File: src/rtl/traceback_mem_if.sv
// -----------------------------------------------------------------------------
// traceback_mem_if -- handshake bundle for the Viterbi traceback memory.
//
// Column input side (master -> slave):
//   dec[NS]          survivor decisions for one trellis column, bit s = state s
//   dec_valid        dec holds a valid column
//   dec_last         final column of the frame (qualifies dec_valid)
//   start_state[SW]  traceback start state, sampled with the final column
//   in_ready         (slave -> master) a column is accepted this cycle
// Decoded bit output side (slave -> master):
//   bit_out          decoded bit, oldest first
//   out_valid        bit_out is valid
//   out_last         final decoded bit of the frame (qualifies out_valid)
//   out_ready        (master -> slave) downstream accepts bit_out
//   frame_len[CW]    column count of the current/last frame
// -----------------------------------------------------------------------------
interface traceback_mem_if #(
   parameter int K     = 3,
   parameter int DEPTH = 8
);
   localparam int NS = 1 << (K - 1);
   localparam int SW = K - 1;
   localparam int CW = $clog2(DEPTH + 1);

   logic [NS-1:0] dec;
   logic          dec_valid;
   logic          dec_last;
   logic [SW-1:0] start_state;
   logic          in_ready;
   logic          bit_out;
   logic          out_valid;
   logic          out_last;
   logic          out_ready;
   logic [CW-1:0] frame_len;

   modport master (
      output dec, dec_valid, dec_last, start_state, out_ready,
      input  in_ready, bit_out, out_valid, out_last, frame_len
   );

   modport slave (
      input  dec, dec_valid, dec_last, start_state, out_ready,
      output in_ready, bit_out, out_valid, out_last, frame_len
   );
endinterface

File: src/rtl/traceback_mem.sv
// -----------------------------------------------------------------------------
// traceback_mem -- frame-based Viterbi survivor memory with traceback.
//
// Collects up to DEPTH decision columns (FILL), walks them backwards from the
// latched start state one column per cycle (TRACE), then streams the decoded
// bits out oldest-first with a valid/ready handshake (OUT).
//
// Ports:
//   clk   clock, all state changes on the rising edge
//   rst   asynchronous, active-high reset; discards any partial frame
//   bus   traceback_mem_if.slave (column input, bit output, frame_len)
// -----------------------------------------------------------------------------
module traceback_mem #(
   parameter int K     = 3,
   parameter int DEPTH = 8
) (
   input  logic            clk,
   input  logic            rst,
   traceback_mem_if.slave  bus
);
   localparam int NS = 1 << (K - 1);
   localparam int SW = K - 1;
   localparam int CW = $clog2(DEPTH + 1);
   localparam int AW = $clog2(DEPTH);

   typedef enum logic [1:0] {FILL, TRACE, OUT} state_t;

   state_t        state_q,     state_d;
   logic [AW-1:0] wr_cnt_q,    wr_cnt_d;
   logic [AW-1:0] rd_cnt_q,    rd_cnt_d;
   logic [SW-1:0] cur_q,       cur_d;
   logic [CW-1:0] frame_len_q, frame_len_d;
   logic          in_ready_q,  in_ready_d;
   logic          out_valid_q, out_valid_d;
   logic          out_last_q,  out_last_d;
   logic          bit_out_q,   bit_out_d;

   logic [NS-1:0]    dec_mem [DEPTH];
   logic [DEPTH-1:0] out_buf;
   logic             col_wr;
   logic             trace_wr;
   logic [AW-1:0]    rd_next;

   always_comb begin
      // NOTE: every signal assigned here gets a default first, so no path
      // through the case can leave one unassigned and infer a latch.
      state_d     = state_q;
      wr_cnt_d    = wr_cnt_q;
      rd_cnt_d    = rd_cnt_q;
      cur_d       = cur_q;
      frame_len_d = frame_len_q;
      in_ready_d  = in_ready_q;
      out_valid_d = out_valid_q;
      out_last_d  = out_last_q;
      bit_out_d   = bit_out_q;
      col_wr      = 1'b0;
      trace_wr    = 1'b0;
      rd_next     = rd_cnt_q + AW'(1);

      unique case (state_q)
         FILL: begin
            if (bus.dec_valid && in_ready_q) begin
               col_wr      = 1'b1;
               frame_len_d = CW'(wr_cnt_q) + CW'(1);
               if (bus.dec_last || wr_cnt_q == AW'(DEPTH - 1)) begin
                  // wr_cnt stays on the final column: it becomes the
                  // traceback column pointer and counts down from here.
                  cur_d      = bus.start_state;
                  in_ready_d = 1'b0;
                  state_d    = TRACE;
               end else begin
                  wr_cnt_d = wr_cnt_q + AW'(1);
               end
            end
         end

         TRACE: begin
            trace_wr = 1'b1;
            cur_d    = {cur_q[SW-2:0], dec_mem[wr_cnt_q][cur_q]};
            if (wr_cnt_q == '0) begin
               // Column 0's bit is being written this cycle, so present it
               // directly instead of reading the buffer back.
               state_d     = OUT;
               rd_cnt_d    = '0;
               out_valid_d = 1'b1;
               bit_out_d   = cur_q[SW-1];
               out_last_d  = (frame_len_q == CW'(1));
            end else begin
               wr_cnt_d = wr_cnt_q - AW'(1);
            end
         end

         OUT: begin
            if (out_valid_q && bus.out_ready) begin
               if (out_last_q) begin
                  state_d     = FILL;
                  wr_cnt_d    = '0;
                  in_ready_d  = 1'b1;
                  out_valid_d = 1'b0;
                  out_last_d  = 1'b0;
                  bit_out_d   = 1'b0;
               end else begin
                  rd_cnt_d   = rd_next;
                  bit_out_d  = out_buf[rd_next];
                  out_last_d = (CW'(rd_next) == frame_len_q - CW'(1));
               end
            end
         end

         default: state_d = FILL;
      endcase
   end

   // NOTE: sequential state uses non-blocking assignments so every flop
   // samples the pre-edge value of its neighbours.
   always_ff @(posedge clk or posedge rst) begin
      if (rst) begin
         state_q     <= FILL;
         wr_cnt_q    <= '0;
         rd_cnt_q    <= '0;
         cur_q       <= '0;
         frame_len_q <= '0;
         in_ready_q  <= 1'b1;
         out_valid_q <= 1'b0;
         out_last_q  <= 1'b0;
         bit_out_q   <= 1'b0;
      end else begin
         state_q     <= state_d;
         wr_cnt_q    <= wr_cnt_d;
         rd_cnt_q    <= rd_cnt_d;
         cur_q       <= cur_d;
         frame_len_q <= frame_len_d;
         in_ready_q  <= in_ready_d;
         out_valid_q <= out_valid_d;
         out_last_q  <= out_last_d;
         bit_out_q   <= bit_out_d;
      end
   end

   // NOTE: the storage arrays carry no reset; every entry is written before
   // it is read within a frame, so stale contents are never observed.
   always_ff @(posedge clk) begin
      if (col_wr)   dec_mem[wr_cnt_q] <= bus.dec;
      if (trace_wr) out_buf[wr_cnt_q] <= cur_q[SW-1];
   end

   assign bus.in_ready  = in_ready_q;
   assign bus.out_valid = out_valid_q;
   assign bus.out_last  = out_last_q;
   assign bus.bit_out   = bit_out_q;
   assign bus.frame_len = frame_len_q;
endmodule
File: src/flat_wrapper.sv
// flat-port wrapper written by rule: the top's interface ports become plain ports
module traceback_mem_flat 
#(
   parameter int K     = 3,
   parameter int DEPTH = 8
)
  (clk, rst, bus_dec, bus_dec_valid, bus_dec_last, bus_start_state, bus_out_ready, bus_in_ready, bus_bit_out, bus_out_valid, bus_out_last, bus_frame_len);
  traceback_mem_if #(.K(K), .DEPTH(DEPTH)) bus_i ();
  input  logic clk;
  input  logic rst;
  input wire logic [$bits(bus_i.dec)-1:0] bus_dec;
  input wire logic [$bits(bus_i.dec_valid)-1:0] bus_dec_valid;
  input wire logic [$bits(bus_i.dec_last)-1:0] bus_dec_last;
  input wire logic [$bits(bus_i.start_state)-1:0] bus_start_state;
  input wire logic [$bits(bus_i.out_ready)-1:0] bus_out_ready;
  output wire logic [$bits(bus_i.in_ready)-1:0] bus_in_ready;
  output wire logic [$bits(bus_i.bit_out)-1:0] bus_bit_out;
  output wire logic [$bits(bus_i.out_valid)-1:0] bus_out_valid;
  output wire logic [$bits(bus_i.out_last)-1:0] bus_out_last;
  output wire logic [$bits(bus_i.frame_len)-1:0] bus_frame_len;
  assign bus_i.dec = bus_dec;
  assign bus_i.dec_valid = bus_dec_valid;
  assign bus_i.dec_last = bus_dec_last;
  assign bus_i.start_state = bus_start_state;
  assign bus_i.out_ready = bus_out_ready;
  assign bus_in_ready = bus_i.in_ready;
  assign bus_bit_out = bus_i.bit_out;
  assign bus_out_valid = bus_i.out_valid;
  assign bus_out_last = bus_i.out_last;
  assign bus_frame_len = bus_i.frame_len;
  traceback_mem #(.K(K), .DEPTH(DEPTH)) u_core (.clk(clk), .rst(rst), .bus(bus_i));
endmodule
File: config.mk
export PLATFORM = sky130hd
export DESIGN_NAME = traceback_mem_flat
export DESIGN_NICKNAME = d
export VERILOG_FILES = /design/src/rtl/traceback_mem_if.sv /design/src/rtl/traceback_mem.sv /design/src/flat_wrapper.sv
export SDC_FILE = /design/constraint.sdc
export NUM_CORES = 1
export LEC_CHECK = 0
export BUFFER_PORTS_ARGS = -buffer_cell sky130_fd_sc_hd__buf_2
export CORE_MARGIN = 5
export CORE_UTILIZATION = 54
export DETAILED_ROUTE_END_ITERATION = 8
export PLACE_DENSITY = 0.81
export SETUP_SLACK_MARGIN = 0.2
export SLEW_MARGIN = 30
export SYNTH_ARGS = -nofsm -noshare
export SYNTH_HDL_FRONTEND = slang
export SYNTH_SLANG_ARGS = --single-unit
File: constraint.sdc
create_clock -name clk -period 2 [get_ports clk]
set_clock_uncertainty 0.1 [all_clocks]
set_input_delay 0 -clock clk [delete_from_list [all_inputs] [get_ports clk]]
set_output_delay 0 -clock clk [all_outputs]
set_load 0.1 [all_outputs]
Word-level counts from Yosys, hierarchy flattened
Memory sizes are Yosys's and may differ from the RTL's. Index checks and enable logic that the tools add are counted. Widths: inputs -> output; s select.

$add $sub $neg: 5. Multiplexer cells: 48. Order comparisons: 4. Equality and inequality tests: 13. Reductions and logical operators: 18.

Operators by type and width (count): $mux 3 (8); $mux 1 (21); $mux 2 (7); $ne 2x1->1 const B (5); $reduce_and 5->1 (2); $pmux 3 s3 (1); $bwmux 8 (1); $lt 3x4->1 const B (2); $pmux 1 s2 (4); $reduce_and 4->1 (2); $add 3x1->3 const B (2); $ne 2x2->1 const B (3); $pmux 2 s3 (1); $pmux 3 s2 (1); $reduce_and 3->1 (2); $reduce_and 6->1 (1); $reduce_bool 2->1 (3); $add 3x1->4 const B (1); $eq 3x4->1 (1); $eq 4x1->1 const B (1); $pmux 2 s2 (1); $sub 4x1->4 const B (1); $bmux 1 s3 (1); $demux 1 s3 (1); other kinds (13) (15).

Logic and storage cells: 99. Output and inout bits: 8. Bits of input ports: 11. Memory bits (writable): 32. Register bits: 26. Memories: 1.

Memory list: u_core.dec_mem (words 8, width 4, rd ports 1, clocked after Yosys merged registers in 0, wr ports 1, line traceback_mem.sv:38) `logic [NS-1:0] dec_mem [DEPTH];`.

Depth between registers and ports, before layout
Depth in word-level cells: 6. Mapped depth: 9.

Worst setup path after synthesis
OpenSTA, ideal clock, no wires.

Path kind: register -> register. Start: register u_core.in_ready_q (netlist: u_core.bus.in_ready). End: memory u_core.dec_mem[0][0] in the netlist's numbering, enable pin. Required time: 1.523 ns. Setup slack: -0.206 ns. Library setup time: 0.377 ns. Path buffers: 0. Clock period less this slack: 2.206 ns. Cell stages (with the launch flop): 3. Data arrival time: 1.729 ns. Cell sequence: dfstp_2 > nand3_1 > nor4_1.

Cells in the longest elaborated chain, start to end: 5.

Ends and longest elaborated chain: start, declared (line traceback_mem.sv:33) `logic in_ready_q, in_ready_d;`; start signal, assigned (line traceback_mem.sv:133) `in_ready_q <= in_ready_d;`; $logic_and 1x1->1 (line traceback_mem.sv:62) `if (bus.dec_valid && in_ready_q) begin`; $mux 1 (line traceback_mem.sv:62); $mux 1 (line traceback_mem.sv:60) `unique case (state_q)`; $mux 1 (line traceback_mem.sv:143) `if (col_wr) dec_mem[wr_cnt_q] <= bus.dec;`; $mux 1 (not written as such) (line traceback_mem.sv:143); end, declared (line traceback_mem.sv:38).

No other way between the ends.

Worst setup path after layout
Start: register u_core.wr_cnt_q[1]. End: register u_core.cur_q[0].

Cells in the longest elaborated chain, start to end: 4. Elaborated cells on any way between the ends: 8. Those cells by class: eq/ne (2); mux (3); reduce/logical (2); memory (1).

Ends and longest elaborated chain: start, declared (line traceback_mem.sv:29) `logic [AW-1:0] wr_cnt_q, wr_cnt_d;`; start signal, assigned (line traceback_mem.sv:129) `wr_cnt_q <= wr_cnt_d;`; $mem_v2 8x4 / $eq 3x3->1 (equally long branches); $bmux 1 s2 / $logic_or 1x1->1 (equally long branches) (line traceback_mem.sv:79, traceback_mem.sv:65); $mux 1 (not written as such) / $ne 2x1->1 (equally long branches); $pmux 2 s2 / $reduce_and 3->1 (equally long branches); end signal, assigned (line traceback_mem.sv:131) `cur_q <= cur_d;`; end, declared (line traceback_mem.sv:31) `logic [SW-1:0] cur_q, cur_d;`.

Several ways; a longest one is shown, not always the timed one. The select of a mux whose other input is x is not followed. A chain may end at the register's enable or synchronous reset.

==> results summary <==
The flow ran to the end, and the final reports show no timing, DRC or antenna violations. The worst slew slack as a fraction of its limit is 53.0%. For this run, the leading register cell type out of synthesis is sky130_fd_sc_hd__edfxtp_1.

The largest net degree at the start of global routing came out at 30. The fraction of layout cells with a size suffix above 1 came out at 32.4%. Setup repair after global routing could not meet its margin everywhere.

The yosys synthesis warning count is 0. The worst register-to-register path begins at u_core.wr_cnt_q[1]. The max-slew violation total from the final report was 0. The core area came out at 0.00511 mm2. The instance area at placement is 0.00316 mm2. The number of hold violations in the final report came to 0. The reg2reg setup slack came out at approximately 110 ps. The number of distinct library cells after synthesis is 47.

In this run the worst hold path is classified as primary input to flip-flop. The critical path is of the flip-flop to flip-flop type. The count of unresolved DRC violations after routing came out at 0.

The fmax is 0.529 GHz. IR analysis of the VDD net gives a maximum drop of between 600 and 700 uV. Counting instances in the post-synthesis netlist gives the leading cell types as sky130_fd_sc_hd__edfxtp_1 (40), sky130_fd_sc_hd__nand2_1 (21), sky130_fd_sc_hd__nor2_1 (18).

The initial antenna violation count is 0. The global-route wire length before repair is 9720 um. The most instantiated library cell after synthesis is sky130_fd_sc_hd__edfxtp_1. The number of maximum-capacitance violations came out at 0. The detail route stage leaves a number of antenna-violating nets equal to 0. Detailed placement ended at an HPWL of 4090 um. Ranked by total cell area, the synthesized netlist is headed by sky130_fd_sc_hd__edfxtp_1 (42%), sky130_fd_sc_hd__dfrtp_1 (15%), sky130_fd_sc_hd__mux2i_1 (4.9%). The DRC violation total after the first TritonRoute iteration is between 100 and 150. Measured along the x axis, the die boundary spans 82.5 um. The worst hold path terminates at u_core.cur_q[0].

The number of nets handed over by synthesis was 258. The antenna diode count came out at 0. The number of I/O port buffers is 18. The vertical die dimension is roughly 82 um. The number of clock sinks is 58. Summing over every cut layer, the via total after detailed routing is 2,040. The number of global-route vias before repair is between 2,000 and 2,500. For the pin with the worst max-slew slack, the measured transition is 704 ps. The number of standard cells after synthesis is 236.

The routed wirelength normalized by instance count is roughly 17 um. The register area share after synthesis came out at between 50% and 60%. The clock slew seen by the registers of the worst setup and hold paths is around 70 ps. The leakage power summed over all cells came out at 1.41 nW.

The arrival time reported for the critical path endpoint is 2020 ps. The clock network latency to the later pin of the worst-skew pair is 340 ps. The fraction of post-synthesis cell area in the top cell type by area is between 40% and 50%. The share of async-settable or async-resettable flops after synthesis is 31.0%. Summing all non-filler instances in the final layout gives an area of 0.00359 mm2. The die covers 0.00680 mm2. The first detailed-routing pass took 5 iterations.

The number of flops mapped to enable cells by yosys is 40. The finished layout holds 363 standard cells, fillers aside. The setup TNS after final layout came out at 0 ps.

The total power after layout is 2.65 mW. The post-layout net count is 310. The layout overhead on the synthesized area came out at 26.7%.

After global routing the overflow that remains totals 0. The number of endpoints failing setup at the final stage came out at 0. The mean number of vias per cell is roughly 5.6. The worst hold path was traced through 5 stages. The largest fanout on the critical path came out at 8.

Synthesis inferred 58 register bits. The worst register-to-register path ends at u_core.cur_q[0]. The aggregate routed wire length came out at 6150 um.

The number of placed instances, taps included is approximately 330. The final core utilization came out at about 70%. The final weighted congestion of routability-driven global placement is 0.825. TritonCTS built the clock tree. The fraction of the cycle the final worst path needs came out at 94.5%. The average instance area after synthesis is 12.0 um2.

Counting cells, the worst reg-to-reg path comes to 6. The cell sitting at the root of the clock tree is a sky130_fd_sc_hd__clkbuf_8. The startpoint of the lowest-slack hold path is bus_start_state[0]. The largest area contributor in the netlist is sky130_fd_sc_hd__edfxtp_1. The worst setup path is captured at a flip-flop. The required time reported for the critical path endpoint came out at 2130 ps.

The row count is 26. The cell area after technology mapping came out at ~0.0028 mm2. Global routing used 19.8% of the available tracks across all layers. STA classifies the critical path startpoint as a flip-flop. The smallest clock period supported by the final layout is computed as 1890 ps. The initial core utilization is 55.6%. For this design the top-level I/O count stands at 19. The CTS H-tree depth is 3. The power density relative to cell area is 737 mW/mm2.

The maximum root-to-sink buffer count is 2. The number of CTS-inserted buffers is 9.
==> cells in the final DEF (no fill, tap or decap), types with 2 or more instances in the layout <==
| master | count |
|---|---|
| sky130_fd_sc_hd__o21ai_0 | 6 |
| sky130_fd_sc_hd__edfxtp_1 | 40 |
| sky130_fd_sc_hd__mux2_4 | 3 |
| sky130_fd_sc_hd__buf_6 | 3 |
| sky130_fd_sc_hd__nor3_2 | 3 |
| sky130_fd_sc_hd__nand2_1 | 19 |
| sky130_fd_sc_hd__nand2b_1 | 3 |
| sky130_fd_sc_hd__dlygate4sd3_1 | 8 |
| sky130_fd_sc_hd__buf_2 | 18 |
| sky130_fd_sc_hd__a21oi_1 | 13 |
| sky130_fd_sc_hd__nor2b_1 | 3 |
| sky130_fd_sc_hd__nand2_2 | 2 |
| sky130_fd_sc_hd__xnor2_1 | 4 |
| sky130_fd_sc_hd__a21o_1 | 3 |
| sky130_fd_sc_hd__and3_1 | 2 |
| sky130_fd_sc_hd__mux4_2 | 2 |
| sky130_fd_sc_hd__nand3_1 | 6 |
| sky130_fd_sc_hd__mux2_2 | 2 |
| sky130_fd_sc_hd__xor2_1 | 2 |
| sky130_fd_sc_hd__a31oi_1 | 4 |
| sky130_fd_sc_hd__o31ai_1 | 2 |
| sky130_fd_sc_hd__inv_2 | 2 |
| sky130_fd_sc_hd__buf_4 | 23 |
| sky130_fd_sc_hd__clkbuf_8 | 9 |
| sky130_fd_sc_hd__nor3_1 | 7 |
| sky130_fd_sc_hd__nor2_1 | 17 |
| sky130_fd_sc_hd__ha_1 | 4 |
| sky130_fd_sc_hd__clkinvlp_4 | 3 |
| sky130_fd_sc_hd__a22o_1 | 2 |
| sky130_fd_sc_hd__ha_2 | 5 |
| sky130_fd_sc_hd__dfrtp_1 | 12 |
| sky130_fd_sc_hd__dfrtp_2 | 5 |
| sky130_fd_sc_hd__o21ai_1 | 2 |
| sky130_fd_sc_hd__inv_1 | 9 |
| sky130_fd_sc_hd__mux2i_1 | 14 |
| sky130_fd_sc_hd__nand4b_1 | 2 |
| sky130_fd_sc_hd__bufinv_16 | 3 |
==> critical path, stage by stage (launching register included) <==
cell	delay, ps
sky130_fd_sc_hd__dfrtp_2	410
sky130_fd_sc_hd__buf_6	140
sky130_fd_sc_hd__mux2_4	300
sky130_fd_sc_hd__a221oi_2	220
sky130_fd_sc_hd__a21oi_1	70
sky130_fd_sc_hd__or3_1	320
sky130_fd_sc_hd__a41o_1	230
==> state kept, by name (all words and copies together), names as in the netlist <==
signal	flops
u_core.state_q	2
u_core.dec_mem	32
u_core.cur_q	2
u_core.wr_cnt_q	3
u_core.rd_cnt_q	3
u_core.bus.out_valid	1
u_core.bus.out_last	1
u_core.bus.in_ready	1
u_core.bus.frame_len	4
u_core.bus.bit_out	1
u_core.out_buf	8
==> final cells by class <==
type | count | area (um2)
clock buffer | 9 | 124
clock inverter | 7 | 118
fill | 353 | 1510
inverter | 11 | 41.3
multi-input combinational | 156 | 1180
sequential | 58 | 1660
tap | 70 | 87.6
timing repair buffer | 52 | 377
==> metrics by stage <==
stage | setup slack, ps | hold slack, ps
detailed placement | 54.5 | 53.5
floorplan | 94.2 | -163
finish | 110 | 39.3
global route | 3.04 | 61.5
CTS | 127 | 29.9
global placement | 100 | 35.6
==> layer usage <==
layer	part of all wire, %	vias up	track usage, %
li1	-	973	-
met1	42	996	25.0
met2	50	53	32.3
met3	5.5	18	5.97
met4	2.6	0	7.35
met5	0	-	0
==> kinds of logic after synthesis <==
group                      after synthesis  share of synthesized area (%)
and+or+nand+nor                         75                           12.6
buffers and inverters                   22                           3.44
xor gates and xnor gates                 6                           1.85
AOI/OAI and AO/OA                       42                           9.70
DFF                                     58                           58.2
muxes                                   22                           9.04
adders and majority gates               11                           5.11
==> what timing repair did <==
item                       4_1_cts  5_1_grt
setup endpoints to repair        5       39
hold endpoints to repair        53        0
buffers inserted                 3        3
pin swaps                        3        2
gates resized for setup          7       11
cloned                           0        0
hold buffers                     8        0
==> power breakdown <==
part / internal [mW] / switching, mW
clock: 0.824 / 0.483
sequential: 1.29 / 0.00611
combinational: 0.0230 / 0.0256
total: 2.13 / 0.515
==> worst max path at each step <==
| stage | startpoint | endpoint |
|---|---|---|
| after floorplan | u_core.state_q[0] | u_core.dec_mem[2][0] |
| after global placement | u_core.wr_cnt_q[1] | u_core.cur_q[0] |
| final | u_core.wr_cnt_q[1] | u_core.cur_q[0] |
| after detailed placement | u_core.state_q[1] | u_core.wr_cnt_q[2] |
| after CTS | u_core.wr_cnt_q[1] | u_core.cur_q[0] |
| after global routing | u_core.wr_cnt_q[1] | u_core.cur_q[0] |
(Power assumes the default switching activity.)
